## src/rtl/divider_iter_counter.sv

```systemverilog
// Iteration counter for the iterative divider loop. It counts while the FSM is
// iterating, the FSM clears it on load/start, and zC tells the FSM the loop is done.
module divider_iter_counter #(
  parameter int WIDTH    = 3,
  parameter int TERMINAL = (1 << WIDTH) - 1
) (
  input  logic             clk,
  input  logic             reset,
  input  logic             E,
  input  logic             sclr,
  output logic [WIDTH-1:0] Q,
  output logic             zC
);

  localparam logic [WIDTH-1:0] TERM_Q = TERMINAL[WIDTH-1:0];
  localparam logic [WIDTH-1:0] ONE_Q  = {{(WIDTH-1){1'b0}}, 1'b1};

  generate
    if (WIDTH < 1 || TERMINAL < 0 || TERMINAL > (1 << WIDTH) - 1) begin : g_bad_param
      $error("divider_iter_counter: TERMINAL must fit in WIDTH bits");
    end
  endgenerate

  logic [WIDTH-1:0] cnt_q;
  logic [WIDTH-1:0] cnt_d;

  // Clear beats enable; the increment wraps naturally at 2**WIDTH.
  always_comb begin
    cnt_d = cnt_q;
    if (sclr) begin
      cnt_d = '0;
    end else if (E) begin
      cnt_d = cnt_q + ONE_Q;
    end
  end

  always_ff @(posedge clk or negedge reset) begin
    if (!reset) begin
      cnt_q <= '0;
    end else begin
      cnt_q <= cnt_d;
    end
  end

  assign Q  = cnt_q;
  assign zC = (cnt_q == TERM_Q);

endmodule

```

## config.mk

```make
export PLATFORM = sky130hd
export DESIGN_NAME = divider_iter_counter
export DESIGN_NICKNAME = d
export VERILOG_FILES = /design/src/rtl/divider_iter_counter.sv
export SDC_FILE = /design/constraint.sdc
export NUM_CORES = 1
export LEC_CHECK = 0
export ABC_CLOCK_PERIOD_IN_PS = 1680
export CAP_MARGIN = 20
export CORE_AREA = 2 2 39 41
export CTS_BUF_LIST = sky130_fd_sc_hd__clkbuf_8
export CTS_CLUSTER_SIZE = 28
export DETAILED_ROUTE_END_ITERATION = 8
export DIE_AREA = 0 0 41 43
export HOLD_SLACK_MARGIN = 0.03
export PLACE_DENSITY = 0.32
export SYNTH_ARGS = -nofsm -noshare
export SYNTH_HDL_FRONTEND = slang
export SYNTH_SLANG_ARGS = --single-unit
```

## constraint.sdc

```tcl
create_clock -name clk -period 1.68 [get_ports clk]
set_input_delay 0.504 -clock clk [delete_from_list [all_inputs] [get_ports clk]]
set_output_delay 0.504 -clock clk [all_outputs]
set_load 0.005 [all_outputs]
```

# After elaboration in Yosys (flattened, before gate mapping)
# Cells that the tools add are included.
# classes
n_addsub	1
n_eq_ne	1
mux	2
reduce_logical	1
# ops
cell	count
3-bit two-way mux	2
3-bit by 1-bit adder with 3-bit output, second input constant	1
3-bit equality test, second input constant	1
2-bit nonzero test	1
# totals
reg_bits	3
in_bits	4
elab_cells	6

# Depth between registers and ports, before layout
# Gate-level depths: netlist of run 1.
# logic_depth
ltp_word	3
mapped_depth	4
ltp_nobuf	4

# Worst setup path before layout of run 1
# OpenSTA, ideal clock, no wires.
# synth_path
path_type	reg2out
from	reg cnt_q[0] (netlist: Q[0])
to	out zC
t_arrival_ns	0.774
required_ns	1.176
setup_slack_ns	0.402
stages_incl_launch_ff	3
n_path_buf	0
cell_sequence	dfrtp_1 ha_1 ha_1
# synth_via
elab_chain_len	1
# synth_rtl
item	line_no	text
from (decl)	24	logic [WIDTH-1:0] cnt_q;
from (signal assigned)	41	cnt_q <= cnt_d;
3-bit equality test	46	assign zC = (cnt_q == TERM_Q);
to (decl)	12	output logic zC
# No other way between the ends.

# Worst setup path after layout of run 1
# layout_path
from	reg cnt_q[2] (netlist: Q[2])
to	out Q[2]
# layout_lines
item	line_no	text
to (decl)	11	output logic [WIDTH-1:0] Q,
# No word-level cell between the ends.

==> impl_metrics.toml, run 1 <==
[setup_path]
r2r_cells = 4
crit_cells = 1
r2r_slack_ns = 0.53
crit_type = "flop to output port"
critPathMaxFanout = 3
setup.worst_path.start_class = "flop"
crit_family = "buffers and inverters"
cp_data_arrival_time_ns = 1.07
required_ns = 1.18
regToRegStartpoint = "Q[0]$_DFFE_PN0P_"
critPathSlowestCell = "clkdlybuf4s50_1"
crit_chain = "clkdlybuf4s50_1"
crit_buf_inv = 1
crit_path_max_incr_delay_ns = 0.50
end_kind = "output port"
r2r_end = "Q[2]$_DFFE_PN0P_"
critPathLaunch = "Q[2]$_DFFE_PN0P_"

[die]
rows = 14
dieArea_sq_um = 1760
start_util_pct = 10.1
io_pins = 8
dieWidth_um = 41
fp.dieH_um = 43
core_area_sq_um = 1380

[clock_network]
cts_max_level = 1
clkLatencyLatePin_ns = 0.21
cts_sinks = 3
hold_buffers = 0
clock_path_buffers = 2
cts_tree = "built"
cts_root_buffer = "clkbuf_8"
worst_setup_hold_path_clk_slew_ns = 0.03
cts_buffers = 3

[power]
pwr-share-seq_pct = 25.0
comb_power_share_pct = 12.4
switching_share_pct = 19.7
power_density_nw_per_um2 = 1100
pwr-share-clk_pct = 62.6
p_sw_uw = 63.7
irDropWorstVdd_v = 0.000360
p_int_uw = 259
leakage_uw = 0.000173

[finish]
diodes = 0
stdcell_count = 40
design_area_sq_um = 293
fill_cells = 152
syn2layout_area_growth_pct = 109
nets = 31
drive_gt1_share_pct = 29.2
largest_reg_flops = 3

[status]
status = "completed"

[placement]
dp_cells = 36
io_buffers = 7
post_dp_cell_area_sq_um = 245
place.gp.congestion = 0.573

[route]
postRouteWirelength_um = 321
vias_per_cell = 3.00
via_count = 120
route.antenna.remaining_nets = 0
drt_iter0_drc = 0
first_pass_iters = 1
drc_errors = 0
wl_per_cell_um = 8.03

[global_route]
grt_pass1_wl_um = 586
use_met3_pct = 3.14
met1_usage_pct = 6.15
antenna_found_initial = 0
grtUsageMet2_pct = 6.25
first_global_vias = 145
busiest_layer = "met4"
gr-total-overflow = 0
grt_max_degree = 4
grt_usage_pct = 5.73

[hold_path]
hp-class = "input pin to asynchronous set/reset pin"

[logic_synthesis]
syn-cell-area_sq_um = 140
ys_top_cells_by_area = "dfrtp_1 54%, ha_1 18%, mux2i_1 14%"
synth.top_cell.area_share_pct = 53.6
yosysTopAreaCell = "dfrtp_1"
synth_cells = 11
yosys_warnings = 0
ys_seq_area_share_pct = 53.6
syn-num-nets = 17
ys_ff_latch = 3
avgSynthCellArea_sq_um = 12.7
synth_cell_type_count = 5

[timing]
post-route-min-period_ns = 1.58
hold_viol_final = 0
grt_setup_unrepaired = "no"
fmax_ghz = 0.634
tightestPinTransition_ns = 0.164
whs_ns = 0.472
slew_viol_final = 0
finalCritPeriodShare_pct = 94.0
clock_skew_ns = 0.000881
finalSetupViolations = 0
slew_headroom_pct = 88.7

[flow_run]
maxCapViolations = 0
==> what timing repair did <==
action	in CTS	in global routing
buffers inserted	0	0
endpoints found under the setup margin	1	3
gates resized for setup	3	3
pin swaps	0	0
==> stage by stage <==
step / TNS [ns] / utilization [%] / power [uW] / setup slack (ns)
after global routing: 0 / 21.2 / 344 / 0.0271
after floorplan: 0 / - / 94.0 / 0.402
final: 0 / 21.2 / 323 / 0.102
after global placement: -0.00372 / 17.7 / 123 / -0.00372
after detailed placement: 0 / 17.7 / 123 / 0.00737
after CTS: 0 / 21.2 / 332 / 0.00927
==> cell usage in the layout (no fill, tap or decap), drive strengths merged <==
cell and n:
buf 2, nor2 3, clkbuf 4, clkdlybuf4s50 4, dfrtp 3, xnor2 1, ha 2, dlymetal6s2s 2
mux2i 2, inv 1
==> per-layer routing <==
metal / vias up / part of all wire [%]
met5: - / 0
met4: 0 / 0
met3: 0 / 13
met2: 8 / 38
met1: 50 / 48
li1: 62 / -
==> power by group through the flow <==
stage	Clock, uW	Sequential [uW]	Combinational [uW]
after floorplan	0	83.1	10.9
after global routing	217	81.5	45.3
final	202	80.6	39.9
after detailed placement	0	81.4	41.5
after CTS	209	80.8	42.4
after global placement	0	81.5	41.8
==> cell families (layout without fill, tap and decap cells) <==
family	Yosys count	in the layout	synth area share [%]
flops	3	3	53.6
simple gates	3	3	8.04
fa+ha+maj	2	2	17.9
mux	2	2	14.3
xor+xnor	1	1	6.25
buf+inv	0	13	0
==> synthesized netlist by cell type <==
master,count
dfrtp_1,3
ha_1,2
mux2i_1,2
nor2_1,3
xnor2_1,1
==> cell type report <==
type | count | area, sq um | area share, %
timing repair buffer | 9 | 85.1 | 29.1
sequential | 3 | 75.1 | 25.6
multi-input combinational | 8 | 67.6 | 23.1
clock buffer | 3 | 41.3 | 14.1
tap | 16 | 20.0 | 6.84
clock inverter | 1 | 3.75 | 1.28
==> worst max-delay path by stage <==
stage          slack (ns)    to
6_report             0.10  Q[2]
5_1_grt              0.03  Q[2]
4_1_cts             0.009  Q[0]
3_5_place_dp        0.007    zC
3_3_place_gp       -0.004    zC
2_1_floorplan        0.40    zC
Note: power is estimated with default switching activity, not from simulation.
==> run 2, diff against run 1 <==
--- a/config.mk
+++ b/config.mk
@@ -14,6 +14,7 @@
 export DIE_AREA = 0 0 41 43
 export HOLD_SLACK_MARGIN = 0.03
 export PLACE_DENSITY = 0.32
+export RECOVER_POWER = 25
 export SYNTH_ARGS = -nofsm -noshare
 export SYNTH_HDL_FRONTEND = slang
 export SYNTH_SLANG_ARGS = --single-unit
==> impl_metrics.toml, run 2 (synthesis results as in run 1) <==
[setup_path]
required_ns = 1.18
crit_chain = "clkdlybuf4s50_1"
critPathMaxFanout = 3
regToRegStartpoint = "Q[0]$_DFFE_PN0P_"
r2r_slack_ns = 0.53
crit_family = "buffers and inverters"
r2r_end = "Q[2]$_DFFE_PN0P_"
setup.worst_path.start_class = "flop"
critPathSlowestCell = "clkdlybuf4s50_1"
critPathLaunch = "Q[2]$_DFFE_PN0P_"
end_kind = "output port"
crit_buf_inv = 1
cp_data_arrival_time_ns = 1.07
crit_path_max_incr_delay_ns = 0.50
r2r_cells = 4
crit_type = "flop to output port"

[finish]
syn2layout_area_growth_pct = 109
diodes = 0
nets = 31
final_cell_mix = "3 x dfrtp_1, 3 x nor2_1, 3 x clkbuf_8, 3 x clkdlybuf4s50_1"
drive_gt1_share_pct = 29.2
largest_reg_flops = 3
final_util_pct = 21.2
design_area_sq_um = 293

[timing]
post-route-min-period_ns = 1.58
finalSetupViolations = 0
slew_viol_final = 0
fin_ws_ns = 0.102
finalCritPeriodShare_pct = 94.0
tns_ns = 0
clock_skew_ns = 0.000881
fmax_ghz = 0.634
grt_setup_unrepaired = "no"
slew_headroom_pct = 88.7
tightestPinTransition_ns = 0.164
hold_viol_final = 0

[global_route]
grt_usage_pct = 5.73
grtUsageMet2_pct = 6.25
grt_max_degree = 4
met1_usage_pct = 6.15
use_met3_pct = 3.14
antenna_found_initial = 0
first_global_vias = 145
busiest_layer = "met4"
gr-total-overflow = 0
grt_pass1_wl_um = 586

[route]
route.antenna.remaining_nets = 0
postRouteWirelength_um = 321
first_pass_iters = 1
via_count = 120
drc_errors = 0
drt_iter0_drc = 0
wl_per_cell_um = 8.03
vias_per_cell = 3.00

[die]
fp.dieH_um = 43
dieArea_sq_um = 1760
dieWidth_um = 41
core_area_sq_um = 1380
rows = 14
io_pins = 8
start_util_pct = 10.1

[clock_network]
cts_sinks = 3
clock_path_buffers = 2
worst_setup_hold_path_clk_slew_ns = 0.03
cts_buffers = 3
cts_setup_buffers = 0
cts_tree = "built"
hold_buffers = 0
cts_root_buffer = "clkbuf_8"
cts_max_level = 1
clkLatencyLatePin_ns = 0.21

[power]
irDropWorstVdd_v = 0.000360
leakage_uw = 0.000173
power_density_nw_per_um2 = 1100

[placement]
io_buffers = 7
place.gp.congestion = 0.573
pre_cts_ws_ns = 0.00737
post_dp_cell_area_sq_um = 245

[hold_path]
hp-class = "input pin to asynchronous set/reset pin"

[status]
status = "completed"

[flow_run]
maxCapViolations = 0
-- run 2: worst max path at each step --
stage	endpoint	slack, ns	cells after the start
floorplan	zC	0.40	2
CTS	Q[0]	0.009	2
global route	Q[2]	0.03	1
finish	Q[2]	0.10	1
detailed placement	zC	0.007	3
global placement	zC	-0.004	3
-- run 2: final cells by class --
type / instances / area (sq um)
well taps: 16 / 20.0
clock inverters: 1 / 3.75
flip-flops and latches: 3 / 75.1
clock buffers: 3 / 41.3
multi-input cells: 8 / 67.6
repair buffers: 9 / 85.1
fillers: 152 / 1090
-- run 2: metal layers --
metal | part of all wire (%) | wire length [um]
met1 | 48 | 155
met3 | 13 | 42
met2 | 38 | 123
met4 | 0 | 0
met5 | 0 | 0
-- run 2: stage by stage --
| step | total power, uW | cells | hold slack, ns |
|---|---|---|---|
| 3_5_place_dp | 123 | 36 | 0.567 |
| 2_1_floorplan | 94.0 | 11 | 0.208 |
| 3_3_place_gp | 123 | 36 | 0.554 |
| 6_report | 322 | 40 | 0.541 |
| 5_1_grt | 343 | 40 | 0.541 |
| 4_1_cts | 332 | 40 | 0.471 |
-- run 2: power by group --
part           switching [uW]  internal, uW  total (uW)
sequential               2.85          77.8        80.6
clock                    46.7           155         202
combinational            14.1          25.4        39.5
-- run 2: timing repair --
item | 4_1_cts | 5_1_grt
pin swaps | 0 | 0
gates resized for setup | 3 | 3
endpoints found under the setup margin | 1 | 3
==> run 3, diff against run 2 <==
--- a/config.mk
+++ b/config.mk
@@ -15,6 +15,7 @@
 export HOLD_SLACK_MARGIN = 0.03
 export PLACE_DENSITY = 0.32
 export RECOVER_POWER = 25
+export SKIP_LAST_GASP = 1
 export SYNTH_ARGS = -nofsm -noshare
 export SYNTH_HDL_FRONTEND = slang
 export SYNTH_SLANG_ARGS = --single-unit
==> results of run 3 <==
Final layout, timing and power as in run 2 (identical DEF).
